`src/rtl/scope_capture_ctrl.sv`:
```
// Scope acquisition sequencer: trigger arming, per-column decimating average, column handoff.
// Optional forced trigger after AUTO_TIMEOUT quiet samples when AUTO_TRIGGER_EN is defined.
module scope_capture_ctrl #(
  parameter int unsigned VAL_RES      = 16,
  parameter int unsigned NUM_COLS     = 640,
  parameter int unsigned COL_W        = 10,
  parameter int unsigned AUTO_TIMEOUT = 1048576
) (
  input  logic               clk,
  input  logic               rst,
  input  logic               run,
  input  logic [VAL_RES-1:0] sample,
  input  logic               sample_valid,
  input  logic [VAL_RES-1:0] trig_level,
  input  logic               trig_falling,
  input  logic [2:0]         decim_log2,
  input  logic               col_ready,
  input  logic               frame_done,
  output logic [VAL_RES-1:0] col_val,
  output logic [COL_W-1:0]   col_idx,
  output logic               col_valid,
  output logic               armed,
  output logic               busy,
  output logic               overflow,
  output logic               auto_trig
);

  localparam int unsigned ACC_W = VAL_RES + 7;
  localparam int unsigned GRP_W = 7;

  typedef enum logic [1:0] {
    S_IDLE,
    S_WAIT_TRIG,
    S_CAPTURE,
    S_HOLD
  } state_t;

  state_t             r_state;
  state_t             w_state_nxt;
  logic [VAL_RES-1:0] r_prev;
  logic               r_prev_valid;
  logic [ACC_W-1:0]   r_acc;
  logic [GRP_W-1:0]   r_grp_cnt;
  logic [2:0]         r_decim;
  logic [COL_W-1:0]   r_col_cnt;
  logic [VAL_RES-1:0] r_col_val;
  logic [COL_W-1:0]   r_col_idx;
  logic               r_col_valid;
  logic               r_armed;
  logic               r_busy;
  logic               r_overflow;
  logic               r_auto_trig;
  logic               r_fd_pend;

  logic               w_real_trig;
  logic               w_force_trig;
  logic               w_trig;
  logic               w_acc_en;
  logic [2:0]         w_decim;
  logic [ACC_W-1:0]   w_acc_base;
  logic [GRP_W-1:0]   w_grp_base;
  logic [GRP_W-1:0]   w_grp_max;
  logic [ACC_W-1:0]   w_sum;
  logic [VAL_RES-1:0] w_avg;
  logic               w_grp_last;
  logic               w_col_done;
  logic               w_out_free;
  logic               w_col_load;
  logic               w_col_last;
  logic               w_fd_seen;

  assign w_real_trig = sample_valid && r_prev_valid &&
                       (trig_falling ? (r_prev > trig_level && sample <= trig_level)
                                     : (r_prev < trig_level && sample >= trig_level));

`ifdef AUTO_TRIGGER_EN
  localparam int unsigned TO_W = $clog2(AUTO_TIMEOUT + 1);
  logic [TO_W-1:0] r_to_cnt;
  assign w_force_trig = sample_valid && (r_to_cnt == TO_W'(AUTO_TIMEOUT));
`else
  logic w_unused_cfg;
  assign w_unused_cfg = (AUTO_TIMEOUT == 0);
  assign w_force_trig = 1'b0;
`endif

  // The trigger sample itself opens the first group, so it shares the accumulate path.
  assign w_trig     = (r_state == S_WAIT_TRIG) && (w_real_trig || w_force_trig);
  assign w_acc_en   = w_trig || ((r_state == S_CAPTURE) && sample_valid);
  assign w_decim    = (r_state == S_WAIT_TRIG) ? decim_log2 : r_decim;
  assign w_acc_base = (r_state == S_WAIT_TRIG) ? '0 : r_acc;
  assign w_grp_base = (r_state == S_WAIT_TRIG) ? '0 : r_grp_cnt;
  assign w_grp_max  = ~(7'h7F << w_decim);
  assign w_sum      = w_acc_base + ACC_W'(sample);
  assign w_avg      = VAL_RES'(w_sum >> w_decim);
  assign w_grp_last = (w_grp_base == w_grp_max);
  assign w_col_done = w_acc_en && w_grp_last;
  assign w_out_free = !r_col_valid || col_ready;
  assign w_col_load = w_col_done && w_out_free;
  assign w_col_last = (r_col_cnt == COL_W'(NUM_COLS - 1));
  assign w_fd_seen  = frame_done || r_fd_pend;

  // Next-state logic; dropping run overrides everything.
  always_comb begin
    w_state_nxt = r_state;
    case (r_state)
      S_IDLE:      if (run) w_state_nxt = S_WAIT_TRIG;
      S_WAIT_TRIG: if (w_trig) w_state_nxt = (w_col_load && w_col_last) ? S_HOLD : S_CAPTURE;
      S_CAPTURE:   if (w_col_load && w_col_last) w_state_nxt = S_HOLD;
      S_HOLD:      if (w_out_free && w_fd_seen) w_state_nxt = S_WAIT_TRIG;
      default:     w_state_nxt = S_IDLE;
    endcase
    if (!run) w_state_nxt = S_IDLE;
  end

  always_ff @(posedge clk) begin
    if (rst) begin
      r_state      <= S_IDLE;
      r_prev       <= '0;
      r_prev_valid <= 1'b0;
      r_acc        <= '0;
      r_grp_cnt    <= '0;
      r_decim      <= '0;
      r_col_cnt    <= '0;
      r_col_val    <= '0;
      r_col_idx    <= '0;
      r_col_valid  <= 1'b0;
      r_armed      <= 1'b0;
      r_busy       <= 1'b0;
      r_overflow   <= 1'b0;
      r_auto_trig  <= 1'b0;
      r_fd_pend    <= 1'b0;
`ifdef AUTO_TRIGGER_EN
      r_to_cnt     <= '0;
`endif
    end else begin
      r_state <= w_state_nxt;
      r_armed <= (w_state_nxt == S_WAIT_TRIG);
      r_busy  <= (w_state_nxt == S_CAPTURE) || (w_state_nxt == S_HOLD);

      if (r_col_valid && col_ready) r_col_valid <= 1'b0;
      if (w_col_load) begin
        r_col_val   <= w_avg;
        r_col_idx   <= r_col_cnt;
        r_col_valid <= 1'b1;
        r_col_cnt   <= r_col_cnt + COL_W'(1);
      end
      if (w_col_done && !w_out_free) r_overflow <= 1'b1;

      if (w_acc_en) begin
        if (w_grp_last) begin
          r_acc     <= '0;
          r_grp_cnt <= '0;
        end else begin
          r_acc     <= w_sum;
          r_grp_cnt <= w_grp_base + GRP_W'(1);
        end
      end
      if (w_trig) r_decim <= decim_log2;

      if ((r_state == S_WAIT_TRIG) && sample_valid) begin
        r_prev       <= sample;
        r_prev_valid <= 1'b1;
      end

`ifdef AUTO_TRIGGER_EN
      if (w_trig) r_auto_trig <= !w_real_trig;
      if ((w_state_nxt == S_WAIT_TRIG) && (r_state != S_WAIT_TRIG))
        r_to_cnt <= '0;
      else if ((r_state == S_WAIT_TRIG) && sample_valid && !w_force_trig)
        r_to_cnt <= r_to_cnt + TO_W'(1);
`endif

      // frame_done is remembered until the last column has also been taken.
      if ((r_state == S_HOLD) && frame_done) r_fd_pend <= 1'b1;
      if ((r_state == S_HOLD) && (w_state_nxt == S_WAIT_TRIG)) begin
        r_prev_valid <= 1'b0;
        r_col_cnt    <= '0;
        r_overflow   <= 1'b0;
        r_fd_pend    <= 1'b0;
      end

      if (w_state_nxt == S_IDLE) begin
        r_col_valid  <= 1'b0;
        r_overflow   <= 1'b0;
        r_auto_trig  <= 1'b0;
        r_prev_valid <= 1'b0;
        r_acc        <= '0;
        r_grp_cnt    <= '0;
        r_col_cnt    <= '0;
        r_fd_pend    <= 1'b0;
      end
    end
  end

  assign col_val   = r_col_val;
  assign col_idx   = r_col_idx;
  assign col_valid = r_col_valid;
  assign armed     = r_armed;
  assign busy      = r_busy;
  assign overflow  = r_overflow;
  assign auto_trig = r_auto_trig;

endmodule

```
`config.mk`:
```
export PLATFORM = sky130hd
export DESIGN_NAME = scope_capture_ctrl
export DESIGN_NICKNAME = d
export VERILOG_FILES = /design/src/rtl/scope_capture_ctrl.sv
export SDC_FILE = /design/constraint.sdc
export NUM_CORES = 1
export LEC_CHECK = 0
export ABC_CLOCK_PERIOD_IN_PS = 7860
export BUFFER_PORTS_ARGS = -buffer_cell sky130_fd_sc_hd__buf_2
export CELL_PAD_IN_SITES_DETAIL_PLACEMENT = 0
export CELL_PAD_IN_SITES_GLOBAL_PLACEMENT = 1
export CORE_ASPECT_RATIO = 1.25
export CORE_UTILIZATION = 47
export DETAILED_ROUTE_END_ITERATION = 12
export HOLD_SLACK_MARGIN = 0.05
export PLACE_DENSITY = 0.86
export REMOVE_ABC_BUFFERS = 1
export SYNTH_ARGS = -nofsm -noshare
export SYNTH_HDL_FRONTEND = slang
export SYNTH_SLANG_ARGS = --single-unit
```
`constraint.sdc`:
```
create_clock -name clk -period 7.86 [get_ports clk]
set_input_delay 1.179 -clock clk [delete_from_list [all_inputs] [get_ports clk]]
set_output_delay 1.179 -clock clk [all_outputs]
set_load 0.1 [all_outputs]
```
# == Word-level counts from Yosys, hierarchy flattened ==
# Index checks and enable logic that the tools add are counted.
# op_classes
n_addsub,3
magnitude_cmp,4
n_eq_ne,8
shifts,2
muxes,14
bitwise,1
reduce_logical,26
# op_table
op,n
23-bit 2-to-1 mux,2
23-bit by 16-bit adder with 23-bit output,1
23-bit by 3-bit >> shifter with 16-bit output,1
16-bit >= comparator,1
16-bit greater-than comparator,1
16-bit less-or-equal comparator,1
16-bit < comparator,1
1-bit logical AND,15
7-bit 2-to-1 mux,2
"10-bit by 1-bit adder with 10-bit output, second input constant",1
"10-bit equality test, second input constant",1
"2-bit equality test, second input constant",4
2-bit 2-to-1 mux,4
2-bit case mux with 4 select lines,1
"7-bit by 1-bit adder with 7-bit output, second input constant",1
7-bit equality test,1
7-bit inverter,1
"7-bit by 3-bit left shift with 7-bit output, first input constant",1
"2-bit by 1-bit equality test with 1-bit output, second input constant",2
2-bit logical NOT,2
1-bit logical OR,4
1-bit 2-to-1 mux,4
3-bit 2-to-1 mux,1
3-bit OR reduction,1
other kinds (3),4
# word_totals
regBits,93
in_bits,42
out_inout_bits,31
elab_cells,72

# == Longest topological paths before layout ==
# logic_depth
ltp_word,16
ltp_mapped,17
depth_no_buf,14

# == Worst setup path before layout ==
# OpenSTA, ideal clock, no wires.
# synth_timing
kind,input port to flip-flop
from,in trig_level[11]
to,"reg r_col_val[0], in the netlist col_val[0]"
setup_ns,0.131
arrival_time_ns,3.871
required_ns,7.729
slack_ns,3.858
stages,11
n_path_buf,2
path_cell_list,inv_1 > ha_1 > nand4_1 > or4_1 > or2_2 > a2111oi_2 > o311ai_1 > buf_2 > buf_2 > a211oi_1 > nor3_1
# synth_between
elab_chain_len,8
elab_cells_between_ends,12
cone_classes,order compare (4); mux (1); reduce/logical (7)
# synth_lines
element,line_no,source
from (decl),14,"input logic [VAL_RES-1:0] trig_level,"
"16-bit < comparator, or another cell as far along",74,: (r_prev < trig_level && sample >= trig_level));
1-bit logical AND (on tied branches),"74, 73",
1-bit 2-to-1 mux *,73,(trig_falling ? (r_prev > trig_level && sample <= trig_level)
1-bit logical AND *,72,assign w_real_trig = sample_valid && r_prev_valid &&
1-bit logical AND *,87,assign w_trig = (r_state == S_WAIT_TRIG) && (w_real_trig || w_force_trig);
1-bit logical OR *,88,assign w_acc_en = w_trig || ((r_state == S_CAPTURE) && sample_valid);
1-bit logical AND *,96,assign w_col_done = w_acc_en && w_grp_last;
1-bit logical AND *,98,assign w_col_load = w_col_done && w_out_free;
to (signal assigned),142,r_col_val <= w_avg;
to (decl),46,logic [VAL_RES-1:0] r_col_val;
# Every way passes the cells marked *; elsewhere a longest branch is shown, timed or not.
# A chain may end at the register's enable or synchronous reset.

# == Final worst setup path ==
# layout_timing
from,in trig_level[14]
to,reg r_col_cnt[6]
# layout_between
elab_chain_len,16
elab_cells_between_ends,22
cone_classes,order compare (4); eq/ne (1); mux (6); reduce/logical (11)
# layout_lines
element,line_no,source
"16-bit < comparator, or another cell as far along",74,
1-bit logical AND (on tied branches),"74, 73",
1-bit 2-to-1 mux *,73,
1-bit logical AND *,72,
1-bit logical AND *,87,
1-bit logical OR,88,
1-bit logical AND,96,
1-bit logical AND,98,
1-bit logical AND,"107, 108",
1-bit 2-to-1 mux,107,S_WAIT_TRIG: if (w_trig) w_state_nxt = (w_col_load && w_col_last) ? S_HOLD : S_CAPTURE;
2-bit 2-to-1 mux,107,
2-bit case mux with 4 select lines,105,case (r_state)
2-bit 2-to-1 mux,112,if (!run) w_state_nxt = S_IDLE;
2-bit by 1-bit equality test with 1-bit output,175,if ((r_state == S_HOLD) && (w_state_nxt == S_WAIT_TRIG)) begin
1-bit logical AND,175,
3-bit OR reduction (no line),-,
to (signal assigned),145,r_col_cnt <= r_col_cnt + COL_W'(1);
to (decl),45,logic [COL_W-1:0] r_col_cnt;
# Marked as above.

==> summary.md <==
| Metric | Value |
|---|---|
| Ys Warns | 0 |
| Die area | around 14000 µm² |
| Share of layout cells above drive strength 1 | 0.132 |
| Vias/cell | 5.87 |
| Syn_area_per_cell | 7.59 µm² |
| Layout fillers | 1295 |
| Worst endpoint required time | 8.11 ns |
| CP Buf/Inv Count | 3 |
| First-pass GRT wire length | just under 30 mm |
| Initial Util | 0.485 |
| Pre-CTS setup slack | 2.94 ns |
| Initial antenna violation count | 0 |
| Post-CTS resize count | 0 |
| Max_cap viols | 0 |
| Sink Count | 93 |
| FF-to-FF path depth | 12 |
| CP Max Fanout | 31 |
| Mapped Cells | 853 |
| P&R area growth vs syn | 12.0% |
| Path type of the worst setup path | in2reg |
| Yosys cell types | 70 |
| Max VDD drop | roughly 190 µV |
| Setup Viol. Count Final | 0 |
| Crit Reg-Reg Endpoint | r_col_cnt[6]$_SDFFE_PP0P_ |
| Std cell rows | 47 |
| DP Cell Count | 1056 |
| RSZ-0062 raised after global routing | false |
| Hold path start | r_prev[0]$_SDFFE_PP0P_ |
| Worst r2r src | r_state[0]$_SDFF_PP0_ |
| Sequential area share after synthesis | 0.287 |
| Hold-fix buffers, CTS | 0 |
| Post-CTS Repair Setup Buffers | 0 |
| Slew Limit Fails | 0 |
| CTS root buf | clkbuf_16 |
| Total power draw | 1.07 mW |
| Vias in the first global route | 6089 |
| Slowest CP cell | a2111oi_2 |
| Clock transition at the registers of the reported paths | 0.08 ns |
| Critical Path Start Type | input pin |
| Top delay family on crit path | simple AND/OR/NAND/NOR gates |
| Routed Wire Length | 17.9 mm |
| Async set or reset register ratio after synthesis | 0 |
| PD cells | 147 nW/µm² |
| Tightest Pin Transition | 1.04 ns |
| Drt initial violations | 445 |
| CP Capture Type | flip-flop |
| Num CTS Buffers | 9 |
| CP peak stage delay | 0.90 ns |
| Flops & latches, synth | 93 |
| Core area | 13300 µm² |
| Crit path DAT | 4.83 ns |
| Hpwl dp | 13.5 mm |
| Crit share post-route | 0.582 |
| Die Y | about 130 µm |
| Wire per inst | 16.7 µm |
| Final core utilization | 0.544 |
| Hold EP | r_prev[0]$_SDFFE_PP0P_ |
| Layout Cells excl Fill | 1072 |
| Port Buffers | 71 |
| Post-DRT Antenna Nets | 0 |
| Placed cell area | 6940 µm² |
| CP Cell Sequence | buf_2 > inv_1 > ha_1 > nand4_1 > or4_1 > or2_2 > a2111oi_2 > o311ai_4 > buf_4 > nor4_1 > xnor2_1 > nor2_1 |
| LEAKAGE | a little over 3 nW |
| Gpl congestion | slightly above 0.9 |
| Clk Latency, worst-skew pair | about 0.36 ns |
| Type of the worst min-delay path | reg2reg |
| Via count | 6291 |
| Overall Global Routing Usage | 0.258 |
| Mapped cell area | approximately 6500 µm² |
| Clock skew | 0.0100 ns |
| Die X | 107 µm |
| Stages on the worst setup path | 12 |
| EDFF count, synth | 0 |
| Inserted Diodes | 0 |
| H-tree depth reported by CTS | 3 |
| Initial DRT Pass Iterations | 5 |
| Setup WS post-layout | 3.28 ns |
| Top-level port count | 73 |
| Maximum clock frequency | around 220 MHz |
| Prevailing post-synth register cell | dfxtp_1 |
| Post-route cell area | 7260 µm² |
| GRT overflow | 0 |
| Relative slew slack | 0.303 |
| Reg2reg setup slack | 3.36 ns |
| Hold WS | ~0.46 ns |
| Clock Tree Buf Depth | 2 |
| Hold Crit Depth | 2 |
| Largest net degree at the start of global routing | between 40 and 50 |
| Nets | 989 |
| CTS tree | yes |
| Tmin final | 4.58 ns |
| Drt drc | 0 |
| Status | finished clean |
| Final setup TNS | 0 ns |
| Hold Fails Final Rpt | 0 |
[flip-flops by register name, summed over array words and instances (netlist names)]
signal	flops
overflow	1
col_val	16
r_prev	16
busy	1
col_valid	1
r_state	2
r_col_cnt	10
r_acc	23
col_idx	10
r_decim	3
r_prev_valid	1
armed	1
r_grp_cnt	7
r_fd_pend	1
[cell type report]
cell class	instances	area [µm²]	area share
inverters	40	150	0.0207
clock buffers	9	225	0.0310
well taps	171	214	0.0295
repair buffers	79	415	0.0573
clock inverters	7	86.3	0.0119
multi-input cells	673	4300	0.593
flip-flops and latches	93	1860	0.257
[cells in the mapped netlist, drive strengths merged, types with 4 or more instances]
| cell | count | area [µm²] |
|---|---|---|
| or3 | 6 | 37.5 |
| a31oi | 6 | 37.5 |
| mux2i | 21 | 218 |
| o31a | 13 | 114 |
| and3 | 7 | 43.8 |
| o31ai | 4 | 30.0 |
| a2bb2oi | 4 | 35.0 |
| xnor2 | 17 | 149 |
| a221oi | 9 | 78.8 |
| xor2 | 4 | 35.0 |
| ha | 50 | 626 |
| a211oi | 10 | 75.1 |
| nand4 | 13 | 81.3 |
| and2 | 6 | 37.5 |
| a21o | 8 | 60.1 |
| nor3b | 7 | 52.6 |
| or2 | 5 | 31.3 |
| nand2 | 102 | 383 |
| inv | 40 | 150 |
| a21oi | 79 | 395 |
| o211ai | 8 | 60.1 |
| buf | 6 | 36.3 |
| o22ai | 4 | 25.0 |
| clkbuf | 41 | 154 |
| dfxtp | 93 | 1860 |
| nor3 | 27 | 155 |
| nor4 | 5 | 31.3 |
| o21a | 9 | 67.6 |
| nor2b | 34 | 213 |
| nand3 | 17 | 85.1 |
| nor2 | 94 | 353 |
| o21ai | 46 | 230 |
| nand2b | 6 | 37.5 |
[per-layer routing]
metal,track usage,share of wire
met5,0,0
met2,0.459,0.50
met1,0.310,0.44
met3,0.0382,0.032
met4,0.0928,0.025
[how the worst max path moves through the flow]
| stage | end | from |
|---|---|---|
| 6_report | r_col_cnt[6]$_SDFFE_PP0P_ | trig_level[14] |
| 3_3_place_gp | r_acc[17]$_SDFFE_PP0P_ | sample[13] |
| 4_1_cts | r_col_cnt[6]$_SDFFE_PP0P_ | trig_level[14] |
| 3_5_place_dp | r_col_cnt[6]$_SDFFE_PP0P_ | trig_level[14] |
| 5_1_grt | r_grp_cnt[5]$_SDFFE_PP0P_ | trig_level[14] |
| 2_1_floorplan | r_col_cnt[6]$_SDFFE_PP0P_ | r_state[0]$_SDFF_PP0_ |
[power breakdown]
part | switching (mW) | internal, mW | total, mW | leakage [nW]
clock network | 0.219 | 0.228 | 0.447 | 0.151
registers | 0.00212 | 0.474 | 0.476 | 0.750
logic | 0.0947 | 0.0510 | 0.146 | 2.14
[cell families (layout without fill, tap and decap cells)]
family | after synthesis | count (layout) | share of synthesized area
buffers and inverters | 87 | 135 | 0.0526
muxes | 25 | 25 | 0.0423
DFF | 93 | 93 | 0.287
other | 1 | 1 | 0.000579
AOI/OAI and AO/OA | 235 | 235 | 0.236
and+or+nand+nor | 340 | 340 | 0.253
adders and majority gates | 51 | 51 | 0.0997
xor gates and xnor gates | 21 | 21 | 0.0284
[worst register-to-register path: stages, from the launching register on]
cell,delay (ns)
dfxtp_1,0.41
nor2b_2,0.17
buf_4,0.39
mux2i_2,0.86
nor3_1,0.10
or3_1,0.41
a222oi_1,0.48
buf_4,0.32
o311ai_4,0.30
buf_4,0.36
nor4_1,0.38
xnor2_1,0.16
nor2_1,0.06
[layout by cell type (no fill, tap or decap), types with 10 or more instances in the layout]
| cell type | count |
|---|---|
| a211oi_1 | 10 |
| a21oi_1 | 79 |
| buf_2 | 71 |
| dfxtp_1 | 93 |
| ha_1 | 50 |
| inv_1 | 40 |
| mux2i_1 | 18 |
| nand2_1 | 102 |
| nand3_1 | 17 |
| nand4_1 | 13 |
| nor2_1 | 94 |
| nor2b_1 | 33 |
| nor3_1 | 22 |
| o21ai_0 | 45 |
| o31a_1 | 13 |
| xnor2_1 | 17 |
Power figures use the tool's default switching activity.
